File: src/rtl/haru_fifo_pkg.sv
// haru_fifo_pkg: shared FIFO defaults and the pointer/count width helper.
package haru_fifo_pkg;
  localparam int DEFAULT_DEPTH  = 16;
  localparam int DEFAULT_MARGIN = 2;
  function automatic int ptr_w(input int depth);
    return $clog2(depth);
  endfunction
endpackage

File: src/rtl/sink_fifo_mem.sv
// sink_fifo_mem: flop-array storage with one write port and one combinational read port.
module sink_fifo_mem #(
  parameter int W     = 32,
  parameter int DEPTH = 16,
  parameter int AW    = 4
) (
  input  logic          clk,
  input  logic          we,
  input  logic [AW-1:0] waddr,
  input  logic [W-1:0]  wdata,
  input  logic [AW-1:0] raddr,
  output logic [W-1:0]  rdata
);
  logic [W-1:0] mem [DEPTH];
  always_ff @(posedge clk)
    if (we) mem[waddr] <= wdata;
  assign rdata = mem[raddr];
endmodule

File: src/rtl/accel_sink_fifo.sv
// accel_sink_fifo: FWFT sink buffer between the packet filter and an accelerator core.
// Sticky overflow detection is built only when ACCEL_SINK_FIFO_OVERFLOW_EN is defined.
module accel_sink_fifo
  import haru_fifo_pkg::*;
#(
  parameter int FIFO_DATA_WIDTH    = 32,
  parameter int FIFO_DEPTH         = DEFAULT_DEPTH,
  parameter int ALMOST_FULL_MARGIN = DEFAULT_MARGIN
) (
  input  logic                           clk,
  input  logic                           rstn,
  input  logic                           flush_in,
  input  logic                           fifo_wren_in,
  input  logic [FIFO_DATA_WIDTH-1:0]     fifo_data_in,
  output logic                           fifo_full_out,
  output logic                           almost_full_out,
  output logic [FIFO_DATA_WIDTH-1:0]     M_AXIS_tdata_out,
  output logic                           M_AXIS_tvalid_out,
  input  logic                           M_AXIS_tready_in,
  output logic [ptr_w(FIFO_DEPTH):0]     count_out,
  output logic                           overflow_out
);
  localparam int AW = ptr_w(FIFO_DEPTH);
  localparam logic [AW:0] FULL_CNT = (AW+1)'(FIFO_DEPTH);
  localparam logic [AW:0] AF_CNT   = (AW+1)'(FIFO_DEPTH - ALMOST_FULL_MARGIN);
  logic [AW-1:0] wr_ptr, rd_ptr;
  logic [AW:0]   count;
  logic          wr, rd;
  assign fifo_full_out     = count == FULL_CNT;
  assign almost_full_out   = count >= AF_CNT;
  assign M_AXIS_tvalid_out = count != '0;
  assign count_out         = count;
  assign wr = fifo_wren_in && !fifo_full_out && !flush_in;
  assign rd = M_AXIS_tvalid_out && M_AXIS_tready_in;
  sink_fifo_mem #(.W(FIFO_DATA_WIDTH), .DEPTH(FIFO_DEPTH), .AW(AW)) u_mem (
    .clk   (clk),
    .we    (wr),
    .waddr (wr_ptr),
    .wdata (fifo_data_in),
    .raddr (rd_ptr),
    .rdata (M_AXIS_tdata_out)
  );
  always_ff @(posedge clk or negedge rstn)
    if (!rstn) begin
      wr_ptr <= '0;
      rd_ptr <= '0;
      count  <= '0;
    end else if (flush_in) begin
      wr_ptr <= '0;
      rd_ptr <= '0;
      count  <= '0;
    end else begin
      if (wr) wr_ptr <= wr_ptr + AW'(1);
      if (rd) rd_ptr <= rd_ptr + AW'(1);
      count <= (wr && !rd) ? count + (AW+1)'(1) : (rd && !wr) ? count - (AW+1)'(1) : count;
    end
`ifdef ACCEL_SINK_FIFO_OVERFLOW_EN
  logic ovf;
  always_ff @(posedge clk or negedge rstn)
    if (!rstn) ovf <= 1'b0;
    else if (flush_in) ovf <= 1'b0;
    else if (fifo_wren_in && fifo_full_out) ovf <= 1'b1;
  assign overflow_out = ovf;
`else
  assign overflow_out = 1'b0;
`endif
endmodule
File: config.mk
export PLATFORM = sky130hd
export DESIGN_NAME = accel_sink_fifo
export DESIGN_NICKNAME = d
export VERILOG_FILES = /design/src/rtl/haru_fifo_pkg.sv /design/src/rtl/sink_fifo_mem.sv /design/src/rtl/accel_sink_fifo.sv
export SDC_FILE = /design/constraint.sdc
export NUM_CORES = 1
export LEC_CHECK = 0
export ABC_CLOCK_PERIOD_IN_PS = 7200
export BUFFER_PORTS_ARGS = -buffer_cell sky130_fd_sc_hd__buf_2
export CAP_MARGIN = 10
export CORE_MARGIN = 10
export CORE_UTILIZATION = 59
export DETAILED_ROUTE_END_ITERATION = 8
export GPL_ROUTABILITY_DRIVEN = 0
export PLACE_DENSITY = 0.77
export RECOVER_POWER = 100
export SETUP_SLACK_MARGIN = 0.5
export SLEW_MARGIN = 20
export SYNTH_ARGS = -nofsm -noshare
export SYNTH_HDL_FRONTEND = slang
export SYNTH_SLANG_ARGS = --single-unit
File: constraint.sdc
create_clock -name clk -period 7.2 [get_ports clk]
set_input_delay 0.36 -clock clk [delete_from_list [all_inputs] [get_ports clk]]
set_output_delay 0.36 -clock clk [all_outputs]
set_load 0.02 [all_outputs]
==> impl_metrics.toml <==
[timing]
finalSetupTns_ns = 0
hold_viol = 0
worst_pin_slew_ns = 2.98
rsz0062_at_grt = "false"
drv_slew = 638
min_period_ns = 4.90
timing.final.crit_share = 0.681
fmax_ghz = 0.204
hold_slack_ns = 0.178
setup_viol = 0
relSlewSlack = -0.985
fin_worst_skew_ns = 0.0189
finalWorstSetupSlack_ns = 2.30

[global_routing]
grt-ovfl-total = 0
met2_usage = 0.333
grt-busiest-layer = "met2"
grt_pass1_vias = 9605
antenna_found_initial = 3
grt_pass1_wl_um = 62600
met1_usage = 0.276
grt_max_degree = 114
grtUsageMet3 = 0.0395
track_usage = 0.202

[pwr]
swShare = 0.246
cellInternalPower_mw = 5.52
ir_worst_vdd_mv = 0.292
p_comb_frac = 0.174
p_switching_mw = 1.80
power_frac_clock = 0.348
cellPowerDensity_nw_per_um2 = 323
power_leakage_nw = 6.84
power_mw = 7.32
seqPwrFrac = 0.478

[floorplanning]
num_io_pins = 78
die_w_um = 205
row_count = 67
die_area_um2 = 42100
coreArea_um2 = 33700
start_util = 0.600
fp.dieH_um = 205

[yosys]
yosysSeqAreaShare = 0.777
syn_area_per_cell_um2 = 24.4
synth_top_area_share = 0.761
synth_seq_cells = 525
synth.area.top_cells = "edfxtp_1 76%, mux4_2 18%, dfrtp_1 1.6%"
synth_ff_type = "edfxtp_1"
yosysUniqueCellTypes = 40
syn_inst = 829
synth_warnings = 0
synth_top_cell_by_area = "edfxtp_1"
async_reset_ff_frac = 0.0248
syn-cell-area_um2 = 20200
synth_edf_count = 512
synth_nets = 876

[critical_path]
cp.required_ns = 6.84
cp_cell_sequence = "clkbuf_4 -> mux4_2 -> mux4_2 -> clkbuf_1"
critPathSlowestCell = "clkbuf_4"
end_kind = "primary output"
crit_fanout = 113
worst-path-buf-inv = 2
critPathLaunch = "rd_ptr[0]$_DFFE_PN0P_"
cp_common_cell = "mux4_2"
cp.arrival_ns = 4.54
worstSetupPathType = "register to primary output"
critPathLaunchType = "register"
r2r-start = "count_out[0]$_DFFE_PN0P_"
cp_top_family = "buffers and inverters"
slowest_delay_ns = 1.79

[clock_tree]
clockBufferDepth = 3
insertion_delay_ns = 0.56
cts.reportedPaths.clkPinSlew_ns = 0.06
postCtsSetupRepairBufs = 0
cts_tree = "done"
cts.sinks = 525
clock-root-buffer = "clkbuf_16"
htreeDepth = 2
cts_buffers = 51

[drt]
wl_um = 42100
firstDrtPassIters = 4
drc = 0
vias = 9154
wl_per_cell_um = 29.5
avgViaCountPerCell = 6.42
drt_iter0_markers = 881
antenna_left = 0

[cells_and_area]
layout_common_cells = "512 x edfxtp_1, 160 x mux4_2, 94 x clkbuf_1, 52 x clkbuf_16, 15 x nor2_4"
finish.net_count = 984
layout-drive-gt1-share = 0.275
areaGrowthSynthToFinish_pct = 12.1
fin_area_um2 = 22700
layout_commonest_cell = "edfxtp_1"
nFillCells = 2129

[run]
drv_cap = 18

[run_status]
status = "finished, violations left"
failed_checks = "max-capacitance violations, max-slew violations"

[place]
placed_area_um2 = 21200
portBuffers = 76
pre_cts_ws_ns = 3.73
dp_hpwl_um = 20200

[hold_path]
hp-start = "flush_in"
worstHoldPathType = "input pin to register"
## logic make-up (layout without fill, tap and decap cells)
kind of cell	after synthesis	count (layout)	synth area share
flip-flops	525	525	0.777
multiplexers	166	166	0.181
AND/OR/NAND/NOR	52	52	0.0121
buffers and inverters	48	196	0.0134
AO/OA/AOI/OAI	20	20	0.00668
adder cells (fa/ha/maj)	10	10	0.00656
XOR/XNOR	7	7	0.00303
other	1	2	0.000185
## registers in the layout (all words and copies together) (netlist names)
name and cells:
u_mem.mem 512, count_out 5, rd_ptr 4, wr_ptr 4
## final timing paths
path                                                  end  slack (ns)  cells after the start
worst min register to register      wr_ptr[1]$_DFFE_PN0P_        0.63                      2
max in group asynchronous           rd_ptr[0]$_DFFE_PN0P_        6.27                      2
worst max-delay path                 M_AXIS_tdata_out[31]        2.30                      4
min in group asynchronous        count_out[3]$_DFFE_PN0P_        0.38                      2
worst min-delay path                rd_ptr[1]$_DFFE_PN0P_        0.18                      2
worst max register to register  u_mem.mem[1][9]$_DFFE_PP_        2.89                      5
## final cells by class
type | instances | area (um^2) | area share
multi-input cells | 256 | 4350 | 0.192
diodes | 1 | 2.50 | 0.000110
clock inverters | 31 | 277 | 0.0122
well taps | 448 | 561 | 0.0247
flip-flops and latches | 525 | 15700 | 0.693
repair buffers | 98 | 423 | 0.0187
inverters | 5 | 18.8 | 0.000828
clock buffers | 62 | 1340 | 0.0591
## metal layers
layer	part of all wire	wire (um)
met1	0.39	16600
met2	0.52	21800
met3	0.071	3000
met4	0.016	681
met5	0.00052	22
## metrics by stage
step | instances | utilization
6_report | 1426 | 0.673
5_1_grt | 1426 | 0.673
4_1_cts | 1424 | 0.677
3_5_place_dp | 1330 | 0.629
3_3_place_gp | 1330 | 0.629
2_1_floorplan | 829 | -
## synthesized netlist by cell type, types with 5 or more instances
| library cell | count |
|---|---|
| buf_1 | 5 |
| edfxtp_1 | 512 |
| inv_1 | 5 |
| dfrtp_1 | 13 |
| a21oi_1 | 5 |
| nand2_1 | 7 |
| nor2_1 | 29 |
| ha_1 | 9 |
| mux4_2 | 160 |
| buf_6 | 11 |
| clkbuf_1 | 22 |
| nand3_1 | 6 |
## worst reg2reg max path: stages (launching register included)
cell      delay (ns)
dfrtp_1         0.49
nor4_1          0.18
a21oi_1         0.50
nand2_1         0.38
nor2_4          0.18
clkbuf_1        2.09
## power groups by stage
stage	Clock [mW]	Sequential (mW)	Combinational [mW]
after CTS	2.59	3.53	1.28
final	2.55	3.50	1.28
after global placement	0	3.59	1.23
after detailed placement	0	3.59	1.26
after floorplan	0	3.52	1.03
after global routing	2.71	3.51	1.38
## what timing repair did
item / 4_1_cts / 5_1_grt
resized for setup: 0 / 0
hold buffers: 1 / 0
hold endpoints to repair: 13 / 0
(Power assumes the default switching activity.)
